## src/rtl/ccff_loader.sv

```systemverilog
// ccff_loader -- streams a bitstream into NUM_CHAINS parallel configuration
// flip-flop chains, CHAIN_LEN bits deep, one frame (one bit per chain) per
// accepted handshake.
//
// Optional feature: define CCFF_READBACK_CHECK_EN to add a READBACK pass.
// The upstream re-sends the same bitstream, and each bit leaving a chain
// tail is compared with the bit being shifted in. Any difference sets a
// sticky error flag. With the macro undefined, SHIFT completes straight
// into DONE and error is tied low.
//
// Ports:
//   prog_clk, prog_reset   clock, asynchronous active-low reset
//   start, abort           load control (abort wins, returns to IDLE)
//   bs_valid/bs_ready      frame handshake, bs_data = one bit per chain
//   ccff_head, shift_en    registered chain head data and shift strobe
//   ccff_tail              chain tail data (used only for readback)
//   config_enable, busy    high while loading (SHIFT / READBACK)
//   done                   level, high in DONE
//   error                  sticky readback mismatch
module ccff_loader #(
  parameter int NUM_CHAINS = 8,
  parameter int CHAIN_LEN  = 1024
) (
  input  logic                  prog_clk,
  input  logic                  prog_reset,
  input  logic                  start,
  input  logic                  abort,
  input  logic                  bs_valid,
  output logic                  bs_ready,
  input  logic [NUM_CHAINS-1:0] bs_data,
  output logic [NUM_CHAINS-1:0] ccff_head,
  input  logic [NUM_CHAINS-1:0] ccff_tail,
  output logic                  shift_en,
  output logic                  config_enable,
  output logic                  busy,
  output logic                  done,
  output logic                  error
);

  localparam int CNT_W = $clog2(CHAIN_LEN + 1);
  localparam logic [CNT_W-1:0] LAST_M1 = CNT_W'(CHAIN_LEN - 1);

  localparam logic [1:0] S_IDLE     = 2'd0;
  localparam logic [1:0] S_SHIFT    = 2'd1;
  localparam logic [1:0] S_READBACK = 2'd2;
  localparam logic [1:0] S_DONE     = 2'd3;

  logic [1:0]       state, state_nxt;
  logic [CNT_W-1:0] bit_cnt;
  logic             loading;
  logic             hs;
  logic             last_hs;
  logic             start_load;

  assign loading       = (state == S_SHIFT) || (state == S_READBACK);
  // abort masks ready so a frame presented alongside it is never taken
  assign bs_ready      = loading && !abort;
  assign busy          = loading;
  assign config_enable = loading;
  assign done          = (state == S_DONE);

  assign hs         = bs_valid && bs_ready;
  assign last_hs    = hs && (bit_cnt == LAST_M1);
  assign start_load = start && !abort && ((state == S_IDLE) || (state == S_DONE));

  always_comb begin
    state_nxt = state;
    if (abort) begin
      state_nxt = S_IDLE;
    end else begin
      case (state)
        S_IDLE:     if (start) state_nxt = S_SHIFT;
`ifdef CCFF_READBACK_CHECK_EN
        S_SHIFT:    if (last_hs) state_nxt = S_READBACK;
`else
        S_SHIFT:    if (last_hs) state_nxt = S_DONE;
`endif
        S_READBACK: if (last_hs) state_nxt = S_DONE;
        S_DONE:     if (start) state_nxt = S_SHIFT;
        default:    state_nxt = S_IDLE;
      endcase
    end
  end

  // The final shift_en pulse is registered on the same edge that enters
  // DONE, so the fabric takes its last bit on the first DONE edge.
  always_ff @(posedge prog_clk or negedge prog_reset) begin
    if (!prog_reset) begin
      state     <= S_IDLE;
      bit_cnt   <= '0;
      ccff_head <= '0;
      shift_en  <= 1'b0;
    end else begin
      state    <= state_nxt;
      shift_en <= hs;
      if (hs) ccff_head <= bs_data;
      if (abort || start_load)
        bit_cnt <= '0;
      else if (hs)
        bit_cnt <= last_hs ? '0 : bit_cnt + 1'b1;
    end
  end

`ifdef CCFF_READBACK_CHECK_EN
  logic rb_shift;   // the pending shift_en pulse carries a readback frame
  logic error_q;

  always_ff @(posedge prog_clk or negedge prog_reset) begin
    if (!prog_reset) begin
      rb_shift <= 1'b0;
      error_q  <= 1'b0;
    end else begin
      rb_shift <= hs && (state == S_READBACK);
      // Last readback compare lands in DONE, so gate on the pulse, not state.
      if (start_load)
        error_q <= 1'b0;
      else if (!abort && shift_en && rb_shift && |(ccff_head ^ ccff_tail))
        error_q <= 1'b1;
    end
  end

  assign error = error_q;
`else
  logic unused_tail;
  assign unused_tail = ^ccff_tail;
  assign error       = 1'b0;
`endif

endmodule

```

## config.mk

```make
export PLATFORM = sky130hd
export DESIGN_NAME = ccff_loader
export DESIGN_NICKNAME = d
export VERILOG_FILES = /design/src/rtl/ccff_loader.sv
export SDC_FILE = /design/constraint.sdc
export NUM_CORES = 1
export LEC_CHECK = 0
export BUFFER_PORTS_ARGS = -buffer_cell sky130_fd_sc_hd__buf_2
export CORE_AREA = 2 2 49 97
export DETAILED_ROUTE_END_ITERATION = 10
export DIE_AREA = 0 0 51 99
export MAX_ROUTING_LAYER = met4
export SETUP_SLACK_MARGIN = 0.2
export SYNTH_ARGS = -nofsm -noshare
export SYNTH_HDL_FRONTEND = slang
export SYNTH_SLANG_ARGS = --single-unit
```

## constraint.sdc

```tcl
create_clock -name prog_clk -period 2.24 [get_ports prog_clk]
set_input_delay 0.112 -clock prog_clk [delete_from_list [all_inputs] [get_ports prog_clk]]
set_output_delay 0.112 -clock prog_clk [all_outputs]
set_load 0.01 [all_outputs]
```

; ---- Word level (Yosys, flattened, before mapping)
; Index checks and enable logic that the tools add are counted.
[totals]
reg_bits = 22
latchBits = 0
mem_bits_rw = 0
romBits = 0
inputBits = 21
out_inout_bits = 14
elab_cells = 32
memories = 0
[classes]
addsub = 1
multipliers = 0
div = 0
order_cmp = 0
n_eq_ne = 6
shifts = 0
mux = 7
n_bitwise = 0
n_reduce_logical = 14
[ops]
columns = operator, n
row1 = $mux W11, 3
row2 = $add A11 B1 Y11 const B, 1
row3 = $eq A11 B10 Y1 const B, 1
row4 = $mux W2, 3
row5 = $ne A3 B1 Y1 const B, 2
row6 = $logic_and A1 B1 Y1, 5
row7 = $eq A2 B2 Y1 const B, 2
row8 = $pmux W2 S2, 1
row9 = $reduce_or A2 Y1, 2
row10 = $logic_or A1 B1 Y1, 3
row11 = $eq A2 B1 Y1 const B, 1
row12 = $logic_not A2 Y1, 1
row13 = $reduce_and A2 Y1, 1
row14 = $reduce_bool A2 Y1, 1
row15 = $logic_not A1 Y1, 1

; ---- Longest topological paths before layout
; Gate-level depths: netlist of run 1.
[depth]
depth_word = 8
mapped_depth = 5
ltp_nobuf = 5

; ---- Worst setup path after synthesis of run 1
; OpenSTA, ideal clock, no wires.
[synth_path]
path_kind = register -> register
from = reg state[0]
to = reg bit_cnt[8]
setup_time_ns = 0.135
arrival_ns = 1.584
required_time_ns = 2.105
slack_ns = 0.521
path_stages_with_launch = 6
n_path_buf = 0
synth_period_minus_slack_ns = 1.719
cell_sequence = dfrtp_1 -> ha_1 -> and2_1 -> nor3_1 -> or4_4 -> a21oi_2
[synth_via]
elab_chain_cells = 8
word_cells_on_any_way = 15
classes_between = 3 x eq/ne / 3 x mux / 9 x reduce/logical
[synth_lines]
columns = item, line
row1 = from (decl), 48  ; logic [1:0] state, state_nxt;
row2 = from (signal assigned), 94  ; state <= state_nxt;
row3 = $eq A2 B1 Y1 or $eq A2 B2 Y1 (tied branches), 55  ; assign loading = (state == S_SHIFT) || (state == S_READBACK);
row4 = $logic_or A1 B1 Y1 (*), 55
row5 = named net busy, 35  ; output logic busy,
row6 = $logic_and A1 B1 Y1 (*), 57  ; assign bs_ready = loading && !abort;
row7 = $logic_and A1 B1 Y1 (*), 62  ; assign hs = bs_valid && bs_ready;
row8 = $logic_and A1 B1 Y1, 63  ; assign last_hs = hs && (bit_cnt == LAST_M1);
row9 = $mux W11, 100  ; bit_cnt <= last_hs ? '0 : bit_cnt + 1'b1;
row10 = $mux W11, 99  ; else if (hs)
row11 = $mux W11, 97  ; if (abort || start_load)
row12 = to (signal assigned), 100
row13 = to (decl), 49  ; logic [CNT_W-1:0] bit_cnt;
; Mark *: on every way through the listed nets, which the timed path passes. The rest lies on a longest branch. The select of a mux whose other input is x is not followed.
; A chain may end at the register's enable or synchronous reset.

; ---- Worst setup path in the final report of run 1
[layout_path]
from = reg state[0]
to = reg bit_cnt[8]
[layout_via]
elab_chain_cells = 8
word_cells_on_any_way = 15
classes_between = 3 x eq/ne / 3 x mux / 9 x reduce/logical
[layout_lines]
columns = item, line
row1 = $eq A2 B1 Y1 or $eq A2 B2 Y1 (tied branches), 55
row2 = $logic_or A1 B1 Y1, 55
row3 = $logic_and A1 B1 Y1, 57
row4 = $logic_and A1 B1 Y1, 62
row5 = $logic_and A1 B1 Y1, 63
row6 = $mux W11, 100
row7 = $mux W11, 99
row8 = $mux W11, 97
; Parallel ways exist; a longest one is shown, timed or not. The select of a mux whose other input is x is not followed.

==> results of run 1 <==
-- through the flow --
| stage | setup slack [ns] | utilization, % |
|---|---|---|
| 5_1_grt | 0.2132 | 30.31 |
| 3_3_place_gp | 0.3632 | 28.80 |
| 6_report | 0.3559 | 30.31 |
| 2_1_floorplan | 0.5213 | - |
| 3_5_place_dp | 0.3575 | 28.80 |
| 4_1_cts | 0.3378 | 30.31 |
-- cell families after synthesis --
group	count (synthesis)	share of synthesized area [%]
compound gates	17	13.10
xor+xnor	3	2.524
other cells	1	0.3602
simple gates	53	25.48
mux	1	1.082
fa+ha+maj	2	2.403
buf+inv	4	2.162
flops	22	52.88
-- flip-flops by register name, summed over array words and instances (netlist names) --
signal     cells
shift_en       1
state          2
ccff_head      8
bit_cnt       11
-- worst max path at each step --
| stage | end | depth (start not counted) |
|---|---|---|
| after floorplan | bit_cnt[8]$_DFFE_PN0P_ | 5 |
| after global placement | bit_cnt[8]$_DFFE_PN0P_ | 6 |
| after detailed placement | bit_cnt[6]$_DFFE_PN0P_ | 6 |
| after CTS | bit_cnt[6]$_DFFE_PN0P_ | 6 |
| after global routing | bit_cnt[9]$_DFFE_PN0P_ | 5 |
| final | bit_cnt[8]$_DFFE_PN0P_ | 6 |
-- Yosys cell counts (all sizes together) --
cell	n	area share [%]
a21oi	4	2.3
a22o	1	0.84
a41oi	1	0.84
and2	2	1.3
and3	3	2.3
buf	2	1.4
clkbuf	1	0.36
clkinv	1	0.36
conb	1	0.36
dfrtp	22	53
ha	2	2.4
mux2	1	1.1
nand2	30	12
nand3	3	1.4
nand3b	1	0.72
nand4	1	0.60
nor2	4	1.4
nor2b	3	2.0
nor3	1	0.48
o211a	1	0.96
o21ai	3	1.4
o21ba	1	0.96
o311ai	1	0.84
o31ai	5	4.9
or3	4	2.5
or4	1	1.1
xor2	3	2.5
-- worst max-delay path, stage by stage (launching register included) --
cell     delay [ns]
dfrtp_1        0.39
ha_1           0.38
nor2b_2        0.24
nor3_1         0.10
buf_4          0.16
or4_4          0.41
a21oi_2        0.14
-- what timing repair did --
action                                 4_1_cts  5_1_grt
buffers inserted                             0        0
endpoints found under the hold margin       22        0
resized for setup                            0        0
hold buffers                                 1        0
setup endpoints to repair                    0        0
-- layout by cell type, fill, tap and decap left out, types with 2 or more instances in the layout --
cell      Yosys  layout
nor2_1        4       4
a21oi_1       3       3
clkbuf_8      0       4
buf_4         2       3
or3_1         3       3
o31ai_1       4       4
xor2_1        3       3
o21ai_0       3       3
dfrtp_1      22      22
buf_2         0      25
nand3_1       3       3
nand2_1      29      29
and3_1        2       2
nor2b_1       2       2
ha_1          2       2
-- power groups by stage --
| stage | sequential [mW] | clock, mW | combinational, mW |
|---|---|---|---|
| floorplan | 0.466 | 0 | 0.0498 |
| global placement | 0.452 | 0 | 0.126 |
| detailed placement | 0.452 | 0 | 0.130 |
| CTS | 0.445 | 0.291 | 0.131 |
| global route | 0.449 | 0.310 | 0.142 |
| finish | 0.445 | 0.280 | 0.127 |
-- metal layers --
metal | routed length [um] | vias to the layer above | part of all wire, % | track usage (%)
li1 | - | 412 | - | -
met1 | 774 | 404 | 35 | 8.968
met2 | 1360 | 26 | 61 | 20.38
met3 | 79 | 3 | 3.5 | 0.9091
met4 | 27 | 0 | 1.2 | 2.911
met5 | 0 | - | 0 | -
-- layout make-up --
cell class / instances / area, um2
fill: 451 / 2994
sequential: 22 / 550.5
multi-input combinational: 77 / 467.9
timing repair buffer: 29 / 157.7
tap: 54 / 67.56
clock buffer: 4 / 55.05
inverter: 1 / 3.754
==> reports/qor.csv, run 1 <==
metric,value,unit
diodes,0,
hold_end,ccff_head[0]$_DFFE_PN0P_,
comb_power_share,14.9,%
die_area,5049,um2
fin_crit_sh,84.11,%
numCtsBuffers,3,
clkTransAtPathRegs,0.08,ns
status,completed,
antenna_found_initial,0,
ir_worst_vdd,0.4458,mV
hold_viol,0,
end_kind,register,
ios,35,
dr_total_vias,845,
hold_start,bs_data[0],
area_delta_synth_final,25.12,%
ys_seq_elements,22,
dpl.hpwl,1846,um
skew,0.001926,ns
layout.nets,157,
critPathKind,reg -> reg,
critPathArrivalTime,2.08,ns
r2r-end,bit_cnt[8]$_DFFE_PN0P_,
worstSkewPairLatency,0.26,ns
rsz0062_at_grt,false,
start_kind,register,
cp_max_fo,6,
cts.sinks,22,
grt_util_all_layers,9.972,%
grt-ovfl-total,0,
p_total,0.8516,mW
setup_tns,0,ns
final_cells,187,
clockBufferDepth,2,
ff2ff_path_depth,6,
p_int,0.6371,mW
synth_nets,126,
p_leak,0.6638,nW
htree_levels,1,
core,4297,um2
drive_above_1_share,30.83,%
finalSetupViolations,0,
dp.cells,182,
cts_tree,done,
die_h,99,um
routed_via_density,4.519,
swShare,25.19,%
powerDensity,653.8,nW/um2
die_x,51,um
syn_inst,103,
critPathLaunch,state[0]$_DFFE_PN0P_,
max_cap_viol_count,0,
p_clk_share,32.9,%
clockRootBuffer,clkbuf_8,
grt_pass1_wl,3870,um
r2r_slack,0.36,ns
p_seq_share,52.2,%
routedWlPerCell,11.98,um
drv_slew,0,
drtAntennaViolNets,0,
syn-cell-area,1041,um2
cp_data_required_time,2.43,ns
grt_max_degree,23,
syn_avg_cell_area,10.11,um2
place.gp.congestion,0.7901,
routed_wirelength,2241,um
hold_class,in -> reg,
grt_pass1_vias,909,
worstHoldPathCells,3,
final_area,1303,um2
period_needed,1.884,ns
drt_pass1_iterations,2,
start_util,24.23,%
r2r_start,state[0]$_DFFE_PN0P_,
fmax,0.5308,GHz
ys.warnings.count,0,
drt-initial-drc-count,1,
seq_area_frac_synth,52.88,%
ys_types,34,
rows,34,
hold_slack,0.03496,ns
post-route-drc-count,0,
port-buffer-count,25,
switching_power,0.2145,mW
placed_area,1237,um2
No activity file was read; power rests on OpenSTA's default activity.
==> run 2: changes to the inputs <==
clock period = 1.6 ns   (was 2.24 ns; I/O delays follow)
==> run 2 against run 1 <==
The flow now finishes with violations (setup timing). Clock power is 43% higher. Wire length up 18%. Non-clock buffer count up 14. Global-route usage up 2.0 points. Critical path depth is the same. Critical path type unchanged.
==> reports/qor.csv, run 2 (synthesis results as in run 1) <==
metric,value,unit,change
drt_pass1_iterations,2,,unchanged
dr_total_vias,931,,+10%
diodes,0,,unchanged
dpl.hpwl,1887,um,+2.2%
period_needed,1.612,ns,-0.2725 ns
grt_util_all_layers,11.99,%,+2.0 points
numCtsBuffers,3,,unchanged
largest-register,bit_cnt,,
reg.largest.list,"bit_cnt (11), ccff_head (8), state (2)",,
crit_path_max_incr_delay,0.41,ns,about the same
drive_above_1_share,54.73,%,+24 points
rows,34,,unchanged
largest_reg_flops,11,,unchanged
htree_levels,1,,unchanged
die_area,5049,um2,unchanged
mostFrequentLayoutCells,"buf_2 (25), dfrtp_1 (22), nand2_1 (14), buf_4 (12), nand2_2 (10)",,
crit_chain,"ha_4, nor2b_4, o31ai_4, buf_6, or3_1, a21oi_1",,
p_leak,0.8178,nW,+23%
area_delta_synth_final,55.65,%,
status,"complete, but fails checks",,
routed_wirelength,2640,um,+18%
critPathKind,reg -> reg,,
hold_viol,0,,unchanged
violations,setup timing,,
antenna_found_initial,0,,unchanged
grt_max_degree,23,,unchanged
post-route-drc-count,0,,unchanged
grt-ovfl-total,0,,unchanged
hold_class,in -> reg,,
start_util,24.23,%,unchanged
powerDensity,789.5,nW/um2,+21%
hold_slack,0.01492,ns,-0.02004 ns
start_kind,register,,
place.gp.congestion,0.7800,,-1.3%
critical-path-slowest-cell,dfrtp_1,,
cp_max_fo,5,,-1
drt-initial-drc-count,14,,+13
worst_pin_slew,0.5109,ns,
routedWlPerCell,13.07,um,+9.1%
critPathArrivalTime,1.80,ns,-0.28 ns
grt_pass1_vias,1034,,+14%
crit_family,simple AND/OR/NAND/NOR gates,,
dp_slack,-0.05056,ns,-0.4081 ns
finalWorstSetupSlack,-0.01160,ns,-0.3675 ns
worst-path-buf-inv,1,,unchanged
cts_tree,done,,
port-buffer-count,25,,unchanged
clockBufferDepth,2,,unchanged
max_slew_margin,65.94,%,
drv_slew,0,,unchanged
clkTransAtPathRegs,0.08,ns,about the same
finalSetupViolations,3,,+3
setup_tns,-0.01920,ns,-0.01920 ns
die_x,51,um,unchanged
layout.nets,172,,+9.6%
cp_data_required_time,1.79,ns,-0.64 ns
max_cap_viol_count,0,,unchanged
die_h,99,um,unchanged
ios,35,,unchanged
mostFrequentLayoutCell,buf_2,,
ir_worst_vdd,0.5956,mV,+34%
rsz0062_at_grt,true,,
drtAntennaViolNets,0,,unchanged
clockRootBuffer,clkbuf_8,,
fmax,0.6205,GHz,+17%
grt_pass1_wl,4450,um,+15%
skew,0.001768,ns,-0.0001577 ns
end_kind,register,,
core,4297,um2,unchanged
fin_crit_sh,100.7,%,+17 points
routed_via_density,4.609,,+2.0%
cts.sinks,22,,unchanged
worstSkewPairLatency,0.26,ns,about the same
-- run 2: changes by cell type in the layout (fill, tap and decap cells not counted), moves of 2 or more --
cell,change
o31ai_1,-2
o31ai_4,+2
buf_6,+3
nand2_1,-15
nand2_4,+5
nand2_2,+10
clkinv_8,+2
buf_4,+9
and2_4,+2
buf_12,+2
-- run 2: final cells by class --
cell class              count  area [um2]
clock buffers               4       55.05
fillers                   417        2676
inverters                   1       16.27
multi-input cells          77       615.6
flip-flops and latches     22       550.5
well taps                  54       67.56
repair buffers             43       299.0
repair inverters            1       16.27
-- run 2: stage by stage --
| step | cell area, um2 | total power [mW] | utilization [%] | cells |
|---|---|---|---|---|
| finish | 1620 | 1.279 | 37.71 | 202 |
| detailed placement | 1333 | 0.8325 | 31.01 | 189 |
| global route | 1620 | 1.348 | 37.71 | 202 |
| CTS | 1513 | 1.264 | 35.21 | 198 |
| global placement | 1333 | 0.8291 | 31.01 | 189 |
| floorplan | 1081 | 0.7316 | - | 103 |
-- run 2: repair_timing --
item / CTS / global route
pin swaps: 18 / 7
gates cloned: 1 / 0
endpoints found under the setup margin: 22 / 23
hold buffers: 1 / 0
buffers inserted: 3 / 4
resized for setup: 23 / 18
hold endpoints to repair: 22 / 0
-- run 2: power breakdown --
part           leakage (nW)  switching (mW)  internal (mW)
clock network        0.0288           0.181          0.219
registers             0.293          0.0266          0.599
logic                 0.496           0.138          0.115
total                 0.818           0.345          0.934
-- run 2: final timing paths --
| check | startpoint | to | slack [ns] | cells after the start |
|---|---|---|---|---|
| setup reg to reg | state[0]$_DFFE_PN0P_ | bit_cnt[7]$_DFFE_PN0P_ | -0.01 | 6 |
| setup / recovery | state[0]$_DFFE_PN0P_ | bit_cnt[7]$_DFFE_PN0P_ | -0.01 | 6 |
| max in group asynchronous | prog_reset | bit_cnt[1]$_DFFE_PN0P_ | 0.94 | 2 |
| hold / removal | bs_data[3] | ccff_head[3]$_DFFE_PN0P_ | 0.01 | 3 |
| hold reg to reg | ccff_head[5]$_DFFE_PN0P_ | ccff_head[5]$_DFFE_PN0P_ | 0.48 | 2 |
| min in group asynchronous | prog_reset | ccff_head[6]$_DFFE_PN0P_ | 0.32 | 2 |
-- run 2: routing by layer --
metal / GRT usage, % / wire length, um
met1: 9.758 / 882
met2: 24.38 / 1617
met3: 1.212 / 79
met4: 5.821 / 59
met5: - / 0
-- run 2: tightest hold or removal path: stages --
cell	delay, ns
buf_2	0.08
nand2_2	0.04
nand2_1	0.04
==> run 3: changes to the inputs <==
ABC_AREA = 1   (was not set)
CORE_AREA = 2 2 52 102   (was 2 2 49 97)
DIE_AREA = 0 0 54 104   (was 0 0 51 99)
==> run 3 against run 2 <==
The run now fails in 5_2_route. Global-route usage rose by 0.26 points. Area after synthesis rose by 11%. Synthesized cell count rose by 39%.
==> reports/qor.csv, run 3 <==
metric,value,unit,change
die_x,54,um,+5.9%
start_util,23.82,%,-0.41 points
status,did not finish,,
synth_common_cells,"nand2_1 (47), dfrtp_1 (22), nand3_1 (14), nor2_1 (14), inv_1 (12)",,
cts.sinks,22,,unchanged
synthArstFlopShare,100.0,%,unchanged
htree_levels,1,,unchanged
synth_ff_type,dfrtp_1,,
grt_pass1_wl,4892,um,+9.9%
numCtsBuffers,3,,unchanged
clockBufferDepth,2,,unchanged
clockRootBuffer,clkbuf_8,,
synthTopCellsByArea,"dfrtp_1 (48%), nand2_1 (15%), nand3_1 (6.0%), nor2_1 (4.5%), inv_1 (3.9%)",,
syn-cell-area,1159,um2,+11%
grt_pass1_vias,1032,,-0.19%
worstEpCategory,register input,,
dpl.hpwl,2050,um,+8.6%
grt_util_all_layers,12.26,%,+0.26 points
syn_avg_cell_area,8.102,um2,-20%
synth_top_area_cell,dfrtp_1,,
tool.error,[ERROR DRT-0255] Maze Route cannot find path of net prog_clk in worker of routeBox ( 0 0 ) ( 54000 48300 ).,,
ios,35,,unchanged
lastStage,5_2_route,,
post-synth-top-count-cell,nand2_1,,
rows,36,,+5.9%
place.gp.congestion,0.8510,,+9.1%
ys_types,22,,-35%
syn_inst,143,,+39%
port-buffer-count,25,,unchanged
grt_repair_worst_endpoint,bit_cnt[2]$_DFFE_PN0P_/D,,
synth_top_area_share,47.52,%,-5.4 points
grt-ovfl-total,0,,unchanged
ys.warnings.count,0,,unchanged
grt_max_degree,23,,unchanged
die_h,104,um,+5.1%
placed_area,1340,um2,+0.56%
synth_nets,166,,+32%
ys_seq_elements,22,,unchanged
antenna_found_initial,0,,unchanged
seq_area_frac_synth,47.52,%,-5.4 points
synth_enable_flop_cells,0,,unchanged
run 3: cell types whose count changed after synthesis, moves of 3 or more:
cell and delta:
nand4_1 +3, nand3_1 +11, or3_1 -3, o31ai_1 -4, nor2_1 +10, inv_1 +12, nand2_1 +18, nand2_2 +3
xor2_1 -3
run 3: routing by layer:
layer  GRT usage, %
met3          2.155
met4          7.500
met2          20.47
met1          12.50
met5              -
run 3: per-stage QoR:
| stage | setup TNS (ns) | setup WS [ns] | util (%) | std cells |
|---|---|---|---|---|
| floorplan | 0 | 0.2153 | - | 143 |
| global placement | 0 | 0.005153 | 27.55 | 222 |
| detailed placement | -0.02457 | -0.02015 | 27.55 | 222 |
| CTS | 0 | 0.1795 | 30.74 | 235 |
| global route | 0 | 0.09865 | 31.66 | 237 |
run 3: repair_timing:
action                     4_1_cts  5_1_grt
setup endpoints to repair       20       18
pin swaps                        2        3
hold endpoints to repair        22        0
cloned                           2        0
gates resized for setup          8       10
buffers inserted                 6        2
hold buffers                     1        0
run 3: cell families after synthesis:
family          after synthesis  synth area share, %
buf+inv                      20                8.855
compound gates                8                3.995
other cells                   1               0.3237
fa+ha+maj                     2                2.159
flops                        22                47.52
simple gates                 90                37.15
==> run 4: changes to the inputs <==
CORE_AREA = 2 2 80 82   (was 2 2 52 102)
DIE_AREA = 0 0 82 84   (was 0 0 54 104)
MAX_ROUTING_LAYER = not set   (was met4)
PLACE_DENSITY_LB_ADDON = 0.15   (was not set)
SETUP_SLACK_MARGIN = not set   (was 0.2)
clock period = 2.1 ns   (was 1.6 ns; I/O delays follow)
==> run 4 against run 3 <==
Synthesized cell count did not move. Global-route usage down 3.2 points. Area after synthesis is the same. The flow now finishes without violations.
==> reports/qor.csv, run 4 <==
metric,value,unit,change
grt_util_all_layers,9.069,%,-3.2 points
finalSetupViolations,0,,
ys_types,22,,unchanged
start_util,19.01,%,-4.8 points
ios,35,,unchanged
post-route-drc-count,0,,
cp_data_required_time,2.26,ns,
routed_wirelength,2652,um,
die_h,84,um,-19%
rows,29,,-19%
drt-initial-drc-count,24,,
clockBufferDepth,2,,unchanged
dr_total_vias,956,,
ys_seq_elements,22,,unchanged
fin_crit_sh,76.63,%,
grt_pass1_wl,4774,um,-2.4%
drtAntennaViolNets,0,,
drv_slew,0,,
powerDensity,724.6,nW/um2,
rsz0062_at_grt,false,,
synthAdderAreaFrac,2.160,%,unchanged
final_area,1426,um2,
critPathKind,reg -> reg,,
clkTransAtPathRegs,0.09,ns,
die_x,82,um,+52%
syn_inst,143,,unchanged
largest-register,bit_cnt,,
syn_avg_cell_area,8.102,um2,unchanged
synth_top_area_cell,dfrtp_1,,
end_kind,register,,
port-buffer-count,25,,unchanged
grt-ovfl-total,0,,unchanged
synthTopCellsByArea,"dfrtp_1 (48%), nand2_1 (15%), nand3_1 (6.0%), nor2_1 (4.5%), inv_1 (3.9%)",,
status,completed,,
worstSkewPairLatency,0.27,ns,
setup_tns,0,ns,
post-synth-top-count-cell,nand2_1,,
placed_area,1345,um2,+0.37%
numCtsBuffers,3,,unchanged
place.gp.congestion,0.6801,,-20%
clockRootBuffer,clkbuf_8,,
synth_top_family_by_area,simple AND/OR/NAND/NOR gates,,
core,6096,um2,
max_cap_viol_count,0,,
layout.nets,193,,
hold_class,in -> reg,,
routedWlPerCell,10.78,um,
synth-compound-area-share,3.996,%,unchanged
fmax,0.6214,GHz,
synth_common_cells,"nand2_1 (47), dfrtp_1 (22), nand3_1 (14), nor2_1 (14), inv_1 (12)",,
cp_max_fo,13,,
dp_slack,0.4897,ns,+0.5099 ns
mostFrequentLayoutCells,"nand2_1 (47), buf_2 (25), dfrtp_1 (22), nor2_1 (14), nand3_1 (14)",,
critPathArrivalTime,1.77,ns,
grt_max_degree,23,,unchanged
synth_ff_type,dfrtp_1,,
reg.largest.list,"bit_cnt (11), ccff_head (8), state (2)",,
seq_area_frac_synth,47.52,%,unchanged
antenna_found_initial,0,,unchanged
p_leak,0.7098,nW,
diodes,0,,
skew,0.003371,ns,
worst_pin_slew,0.5145,ns,
synth_enable_flop_cells,0,,unchanged
synthArstFlopShare,100.0,%,unchanged
synth_nets,166,,unchanged
hold_viol,0,,
drt_pass1_iterations,4,,
ir_worst_vdd,0.3738,mV,
yosys.area_share.simple,37.15,%,unchanged
drive_above_1_share,26.04,%,
max_slew_margin,65.70,%,
ys.warnings.count,0,,unchanged
area_delta_synth_final,23.11,%,
cts_tree,done,,
cts.sinks,22,,unchanged
post_cts_buffers,0,,-6
largest_reg_flops,11,,
syn-cell-area,1159,um2,unchanged
period_needed,1.609,ns,
finalWorstSetupSlack,0.4907,ns,
dpl.hpwl,1941,um,-5.3%
htree_levels,1,,unchanged
synth_top_area_share,47.52,%,unchanged
die_area,6888,um2,
yosys.area_share.xor_xnor,0,%,unchanged
start_kind,register,,
synthMuxAreaShare,0,%,unchanged
grt_pass1_vias,990,,-4.1%
mostFrequentLayoutCell,nand2_1,,
routed_via_density,3.886,,
[run 4: cell counts after synthesis]
No cell type changed its count.
[run 4: worst max-delay path: stages, from the launching register on]
cell	delay, ns
dfrtp_1	0.39
ha_1	0.34
nand3_2	0.18
nand2_2	0.28
inv_1	0.13
nor2_1	0.12
nor3_2	0.05
[run 4: repair_timing]
item / CTS / global route
endpoints found under the hold margin: 22 / 0
gates resized for setup: 0 / 0
hold buffers: 1 / 0
[run 4: metrics by stage]
stage          utilization (%)  instances  total power [mW]  hold WS, ns
3_5_place_dp             22.06        241            0.6346       0.1287
3_3_place_gp             22.06        241            0.6370       0.1243
5_1_grt                  23.40        246             1.098      0.01795
2_1_floorplan                -        143            0.5689      -0.1906
4_1_cts                  23.40        246             1.059      0.01240
6_report                 23.40        246             1.034      0.02451
[run 4: report_power, final]
| group | internal, mW | total, mW | switching [mW] | leakage (nW) |
|---|---|---|---|---|
| Combinational | 0.0584 | 0.149 | 0.0906 | 0.381 |
| Sequential | 0.457 | 0.475 | 0.0180 | 0.293 |
| Clock | 0.255 | 0.409 | 0.154 | 0.0357 |
[run 4: worst paths after layout]
path	startpoint	end	slack [ns]	cells after the start
setup / recovery	state[1]$_DFFE_PN0P_	bit_cnt[2]$_DFFE_PN0P_	0.49	6
hold / removal	bs_data[0]	ccff_head[0]$_DFFE_PN0P_	0.02	3
setup reg to reg	state[1]$_DFFE_PN0P_	bit_cnt[2]$_DFFE_PN0P_	0.49	6
hold reg to reg	ccff_head[5]$_DFFE_PN0P_	ccff_head[5]$_DFFE_PN0P_	0.49	2
max in group asynchronous	prog_reset	bit_cnt[9]$_DFFE_PN0P_	1.41	2
min in group asynchronous	prog_reset	bit_cnt[3]$_DFFE_PN0P_	0.34	2
[run 4: cell families (layout without fill, tap and decap cells)]
family                     after synthesis  in the layout
and+or+nand+nor                         90             90
DFF                                     22             22
buffers and inverters                   20             46
AOI/OAI and AO/OA                        8              8
adders and majority gates                2              2
other                                    1              1
[run 4: area by class of cell]
| cell class | count | area (um2) |
|---|---|---|
| Timing Repair Buffer | 28 | 150.1 |
| Inverter | 14 | 52.55 |
| Sequential cell | 22 | 550.5 |
| Tap cell | 77 | 96.34 |
| Fill cell | 695 | 4669 |
| Multi-Input combinational cell | 101 | 505.5 |
| Clock inverter | 1 | 30.03 |
| Clock buffer | 3 | 41.29 |
[run 4: layer usage]
metal  share of wire, %  GRT usage [%]  wire length, um  vias to the layer above
li1                   -              -                -                      502
met1                 49          11.64             1288                      430
met2                 47          14.93             1246                       22
met3                3.7          2.706               98                        2
met4               0.72          1.818               19                        0
met5                  0              0                0                        -
